==> src/rtl/la_cdc_pkg.sv <==
// Shared definitions for the la_cdc transmit and receive halves.
package la_cdc_pkg;

  // Default synchronizer depth used by both sides of the crossing
  localparam int unsigned StagesDefault = 2;

  typedef enum logic [1:0] {
    StIdle    = 2'd0,
    StReq     = 2'd1,
    StRelease = 2'd2
  } cdc_state_e;

endpackage

==> src/rtl/la_dsync.sv <==
// Multi-flop synchronizer for a single asynchronous bit.
// PROP selects the implementation; only the generic flop chain exists today.
module la_dsync
  import la_cdc_pkg::*;
#(
  parameter int unsigned STAGES = StagesDefault,
  parameter string       PROP   = "DEFAULT"
) (
  input  logic clk,
  input  logic nreset,
  input  logic d_i,
  output logic q_o
);

  logic [STAGES-1:0] sync_q;
  logic [STAGES-1:0] sync_d;

  // Shift the async input down the chain one stage per clock
  always_comb begin
    sync_d[0] = d_i;
    for (int unsigned i = 1; i < STAGES; i++) begin
      sync_d[i] = sync_q[i-1];
    end
  end

  if (PROP == "DEFAULT") begin : g_generic
    // Plain flop chain, cleared by reset so a fresh domain sees no ack
    always_ff @(posedge clk or negedge nreset) begin
      if (!nreset) sync_q <= '0;
      else         sync_q <= sync_d;
    end
  end else begin : g_mapped
    // Hook for a library synchronizer cell; behaves as the generic chain
    always_ff @(posedge clk or negedge nreset) begin
      if (!nreset) sync_q <= '0;
      else         sync_q <= sync_d;
    end
  end

  assign q_o = sync_q[STAGES-1];

endmodule

==> src/rtl/la_cdc_tx.sv <==
// Source side of a req/ack clock-domain-crossing handshake.
// Accepts a word on valid/ready, holds it on out_data and signals out_req until
// the synchronized remote ack completes the handshake.
// Define LA_CDC_TX_TWOPHASE_EN for the two-phase (toggle) protocol; the default
// build is the four-phase protocol.
module la_cdc_tx
  import la_cdc_pkg::*;
#(
  parameter int unsigned DW     = 32,
  parameter int unsigned STAGES = StagesDefault,
  parameter string       PROP   = "DEFAULT"
) (
  input  logic          clk,
  input  logic          nreset,
  input  logic          in_valid,
  input  logic [DW-1:0] in_data,
  output logic          in_ready,
  input  logic          in_ack,
  output logic          out_req,
  output logic [DW-1:0] out_data,
  output logic          busy
);

  logic          ack_s;
  logic          accept;
  cdc_state_e    state_q, state_d;
  logic          out_req_q, out_req_d;
  logic [DW-1:0] out_data_q, out_data_d;

  la_dsync #(
    .STAGES (STAGES),
    .PROP   (PROP)
  ) u_ack_sync (
    .clk    (clk),
    .nreset (nreset),
    .d_i    (in_ack),
    .q_o    (ack_s)
  );

  // Ready only in IDLE and only once the remote side has returned to idle
  always_comb begin
`ifdef LA_CDC_TX_TWOPHASE_EN
    in_ready = (state_q == StIdle) && (ack_s == out_req_q);
`else
    in_ready = (state_q == StIdle) && !ack_s;
`endif
    accept = in_valid && in_ready;
  end

  // Handshake next-state; out_data only ever loads on the accepting edge
  always_comb begin
    state_d    = state_q;
    out_req_d  = out_req_q;
    out_data_d = out_data_q;
    case (state_q)
      StIdle: begin
        if (accept) begin
          out_data_d = in_data;
`ifdef LA_CDC_TX_TWOPHASE_EN
          out_req_d  = ~out_req_q;
`else
          out_req_d  = 1'b1;
`endif
          state_d    = StReq;
        end
      end
      StReq: begin
`ifdef LA_CDC_TX_TWOPHASE_EN
        if (ack_s == out_req_q) state_d = StIdle;
`else
        if (ack_s) begin
          out_req_d = 1'b0;
          state_d   = StRelease;
        end
`endif
      end
      StRelease: begin
`ifdef LA_CDC_TX_TWOPHASE_EN
        state_d = StIdle;
`else
        if (!ack_s) state_d = StIdle;
`endif
      end
      default: state_d = StIdle;
    endcase
  end

  // State and registered outputs; reset aborts any transfer in flight
  always_ff @(posedge clk or negedge nreset) begin
    if (!nreset) begin
      state_q    <= StIdle;
      out_req_q  <= 1'b0;
      out_data_q <= '0;
    end else begin
      state_q    <= state_d;
      out_req_q  <= out_req_d;
      out_data_q <= out_data_d;
    end
  end

  assign out_req  = out_req_q;
  assign out_data = out_data_q;
  assign busy     = (state_q != StIdle);

endmodule

==> config.mk <==
export PLATFORM = sky130hd
export DESIGN_NAME = la_cdc_tx
export DESIGN_NICKNAME = d
export VERILOG_FILES = /design/src/rtl/la_cdc_pkg.sv /design/src/rtl/la_dsync.sv /design/src/rtl/la_cdc_tx.sv
export SDC_FILE = /design/constraint.sdc
export NUM_CORES = 1
export LEC_CHECK = 0
export ABC_AREA = 1
export ABC_CLOCK_PERIOD_IN_PS = 1550
export CAP_MARGIN = 10
export CORE_ASPECT_RATIO = 1.75
export CORE_UTILIZATION = 30
export CTS_CLUSTER_DIAMETER = 40
export CTS_CLUSTER_SIZE = 10
export DETAILED_ROUTE_END_ITERATION = 10
export PLACE_DENSITY_LB_ADDON = 0.12
export SYNTH_ARGS = -nofsm -noshare
export SYNTH_HDL_FRONTEND = slang
export SYNTH_SLANG_ARGS = --single-unit
==> constraint.sdc <==
create_clock -name clk -period 1.55 [get_ports clk]
set_input_delay 0.465 -clock clk [delete_from_list [all_inputs] [get_ports clk]]
set_output_delay 0.465 -clock clk [all_outputs]
set_load 0.01 [all_outputs]
* Yosys cells after proc, flatten, opt, wreduce, memory -nomap -nowiden
Cells that the tools add are included.
Storage, ports and cells: logic and storage cells 25, bits in registers 37, input bits 36, output and inout bits 35
Operators by class: eq/ne operators 5, mux-type cells 7, reductions and logical operators 9
Operators by type and width (count):
- 2-to-1 mux 2 bit | 3
- case mux 2 bit (3 select lines) | 1
- AND reduction 3 bit | 2
- != test 2 bit (second input constant) | 2
- nonzero test 2 bit | 2
- == test 2 x 1 -> 1 bit (second input constant) | 1
- == test 2 bit (second input constant) | 1
- logical AND 1 bit | 2
- zero test 2 bit | 1
- 2-to-1 mux 1 bit | 2
- != test 2 x 1 -> 1 bit (second input constant) | 1
- case mux 1 bit (2 select lines) | 1
- AND reduction 2 bit | 1
- zero test 1 bit | 1

* Logic depth before layout (Yosys ltp)
depth in word-level cells 5, mapped depth 5, gate-level depth less buffers 4

* Modules after synthesis
From an unflattened synthesis, not the netlist that was laid out.
Unflattened totals: cell total of the unflattened synthesis 159, area, all modules 1501.4 um2
By module, submodules not included:
- la_cdc_tx | area each 1451.4 um2, times used 1, seq. area each 875.8 um2, cells each 157
- la_dsync | area each 50.0 um2, times used 1, seq. area each 50.0 um2, cells each 2

* Worst setup path before layout
Ideal clock, no wire load.
path kind register to output, start point reg state_q[1], end point out in_ready, required time 1.085 ns, buffers on the path 0, arrival time 0.854 ns, path slack 0.231 ns, stages on the path, launching flop included 4, cells stage by stage dfrtp_1 nor2_4 inv_1 nor2_1
Between the ends: cells in the longest elaborated chain, start to end 2
Ends and longest elaborated chain:
- start: declaration | line la_cdc_tx.sv:26 | cdc_state_e state_q, state_d;
- start signal: assignment | line la_cdc_tx.sv:91 | state_q <= StIdle;
- start signal: assignment | line la_cdc_tx.sv:95 | state_q <= state_d;
- zero test 2 bit | line la_cdc_tx.sv:45 | in_ready = (state_q == StIdle) && !ack_s;
- logical AND 1 bit | line la_cdc_tx.sv:45
- end: declaration | line la_cdc_tx.sv:17 | output logic in_ready,
No other way between the ends.

* Worst setup path in the final report
start point reg state_q[1], end point out busy
Between the ends: cells in the longest elaborated chain, start to end 1
Ends and longest elaborated chain:
- nonzero test 2 bit | line la_cdc_tx.sv:103 | assign busy = (state_q != StIdle);
- end: declaration | line la_cdc_tx.sv:21 | output logic busy
No other way between the ends.

==> results.yml <==
finish:
  n_fill_cell: 467
  register_area_um2: 926
  nets: 273
  design_area_mm2: 0.00235
  drive_gt1_share_pct: 10.5
  n_antenna_cell: 0
  multi_input_area_um2: 498
  layout.cells.non_filler: 290
  area_growth_pct: 57.3
worst_setup_path:
  cp_max_fo: 2
  cpMostUsedCell: "buf_6"
  cp_slowest_cell: "dfrtp_1"
  cp.buffers_inverters: 3
  r2r_start: "state_q[1]"
  crit_chain: "nor2_4, inv_2, buf_6, buf_6"
  crit_family: "flip-flops"
  critPathLaunch: "state_q[1]"
  critPathCaptureType: "output port"
  worstSetupStartpointType: "flip-flop"
  worstPathArrival_ns: 1.07
  worstSetupPathType: "reg2out"
  cpPeakStageDelay_ns: 0.41
  cp_data_required_time_ns: 1.08
detailed_routing:
  dr.pass1.iters: 4
  first_iter_violations: 22
  via_per_inst: 4.92
  wire_per_inst_um: 13.9
  wirelength_mm: 4.02
  postRouteAntennaNets: 0
  drc: 0
  vias: 1426
synthesis:
  synth_fp_nets: 195
  synth-main-ff-cell: "dfrtp_1"
  synth_top_area_share_pct: 62.0
  yosys_register_bits: 37
  synth_most_common_cell: "nand2_1"
  synth-seq-area-share_pct: 62.0
  synthCells: 159
  yosysTopAreaCell: "dfrtp_1"
  syn-cell-area_mm2: 0.00149
  async_reset_ff_share_pct: 100
  ys_top_cells_by_count: "68 x nand2_1, 37 x dfrtp_1, 32 x nand4_1"
  avgSynthCellArea_um2: 9.39
  synth_area_leaders: "dfrtp_1 62%, nand2_1 17%, nand4_1 13%"
  synth_edf_count: 0
  yosys_warnings: 0
  synth_cell_types: 11
clock_network:
  htreeDepth: 2
  cts_hold_buf: 0
  cts.sinks: 37
  cts_inserted_buffers: 5
  root_buffer: "clkbuf_8"
  cts_tree: "built"
  cts_max_path_buffers: 2
  clk_pin_slew_ns: 0.07
  insertion_delay_ns: 0.28
timing:
  slew_headroom_pct: 72.2
  period_share_pct: 99.1
  fin_skew_ns: 0.00475
  setup_viol: 0
  tightest_slew_ns: 0.417
  hold_viol: 0
  rsz0062_at_grt: "yes"
  timing.fmax_ghz: 0.651
  fin_crit_ns: 1.54
  slew_viol_final: 0
floorplanning:
  initial_utilization_pct: 31.4
  die-area_mm2: 0.00527
  die_w_um: 55.3
  pin_count: 71
  num_rows: 33
  fp.dieH_um: 95.3
  core_area_mm2: 0.00475
global_route:
  grt_util_all_layers_pct: 16.3
  grt_pass1_wl_mm: 6.63
  grt_pass1_vias: 1461
  antenna_found_initial: 0
  gr-total-overflow: 0
  grt_max_degree: 35
power:
  switching_power_w: 0.000804
  p_leak_nw: 1.22
  comb_power_share_pct: 29.2
  p_seq_share_pct: 47.3
  pwr-share-clk_pct: 23.5
  power.internal_w: 0.00186
  power_density_mw_per_mm2: 1140
  swShare_pct: 30.1
  vdd_ir_drop_max_v: 0.000594
outcome:
  outcome: "complete, no violations"
flow_run:
  cap_violations: 0
placed_design:
  dpl_cell_area_mm2: 0.00229
  place_congestion: 0.826
  placed_cells: 280
  portBuffers: 70
  dp_hpwl_mm: 2.93
min_path:
  min_path_type: "in2async"
-- sequential cells by signal, indices dropped and copies added (netlist names) --
signal	count
u_ack_sync.sync_q	2
out_data	32
out_req	1
state_q	2
-- final timing paths --
check	to	slack (ns)	depth (start not counted)
max reg2reg	out_data[17]	0.08	6
max in group asynchronous	out_data[25]	0.99	2
min reg2reg	u_ack_sync.sync_q[1]	0.35	0
min in group clk	u_ack_sync.sync_q[1]	0.35	0
min	out_data[23]	0.11	1
max	busy	0.01	4
-- power groups by stage --
stage / logic, W / registers, W / clock network, W
after floorplan: 0.000236 / 0.00137 / 0
after global placement: 0.000897 / 0.00128 / 0
after detailed placement: 0.000915 / 0.00129 / 0
after CTS: 0.000799 / 0.00126 / 0.000663
after global routing: 0.000862 / 0.00128 / 0.000703
final: 0.000780 / 0.00126 / 0.000627
-- worst register-to-register path: stages, from the launching register on --
cell and delay (ns):
dfrtp_1 0.41, nor2_4 0.13, buf_4 0.34, nand3_2 0.14
buf_4 0.22, nand2_1 0.08, nand2_1 0.05
-- through the flow --
stage                     hold slack, ns  power (W)  utilization, %  setup TNS, ns  worst slack [ns]
after floorplan                    0.169    0.00161               -              0             0.231
after global placement             0.338    0.00217            48.3         -0.144           -0.0912
after detailed placement           0.340    0.00220            48.3         -0.373           -0.0965
after CTS                          0.113    0.00273            49.6              0           0.00385
after global routing               0.136    0.00285            49.5         -0.314           -0.0361
final                              0.114    0.00267            49.5              0            0.0141
-- area by class of cell --
cell class              count  area share [%]
inverters                   2           0.320
repair buffers             84            32.9
clock buffers               8            3.41
flip-flops and latches     37            39.4
well taps                  52            2.77
multi-input cells         107            21.2
-- routing by layer --
| layer | vias to the layer above | track usage, % | wire length, um |
|---|---|---|---|
| met1 | 670 | 18.3 | 1620 |
| met3 | 4 | 4.75 | 296 |
| li1 | 686 | - | - |
| met5 | - | 0 | 0 |
| met2 | 66 | 28.8 | 2060 |
| met4 | 0 | 6.46 | 44 |
-- cells by family after synthesis --
family	synth area share [%]
AND/OR/NAND/NOR	33.0
AO/OA/AOI/OAI	0.335
flip-flops	62.0
buffers and inverters	4.61
-- cell usage in the layout (no fill, tap or decap) --
| cell type | instances |
|---|---|
| buf_12 | 1 |
| buf_2 | 2 |
| buf_4 | 12 |
| buf_6 | 2 |
| clkbuf_1 | 3 |
| clkbuf_8 | 5 |
| clkdlybuf4s50_1 | 34 |
| dfrtp_1 | 37 |
| dlygate4sd2_1 | 33 |
| inv_1 | 1 |
| inv_2 | 1 |
| nand2_1 | 68 |
| nand3_2 | 1 |
| nand4_1 | 32 |
| nor2_1 | 3 |
| nor2_4 | 1 |
| nor3_1 | 1 |
| o21ai_0 | 1 |
-- what timing repair did --
action | CTS | global route
setup endpoints to repair | 35 | 34
resized for setup | 44 | 0
pin swaps | 1 | 1
hold endpoints to repair | 0 | 0
setup buffers | 3 | 0
gates cloned | 0 | 0
Power figures use the tool's default switching activity.
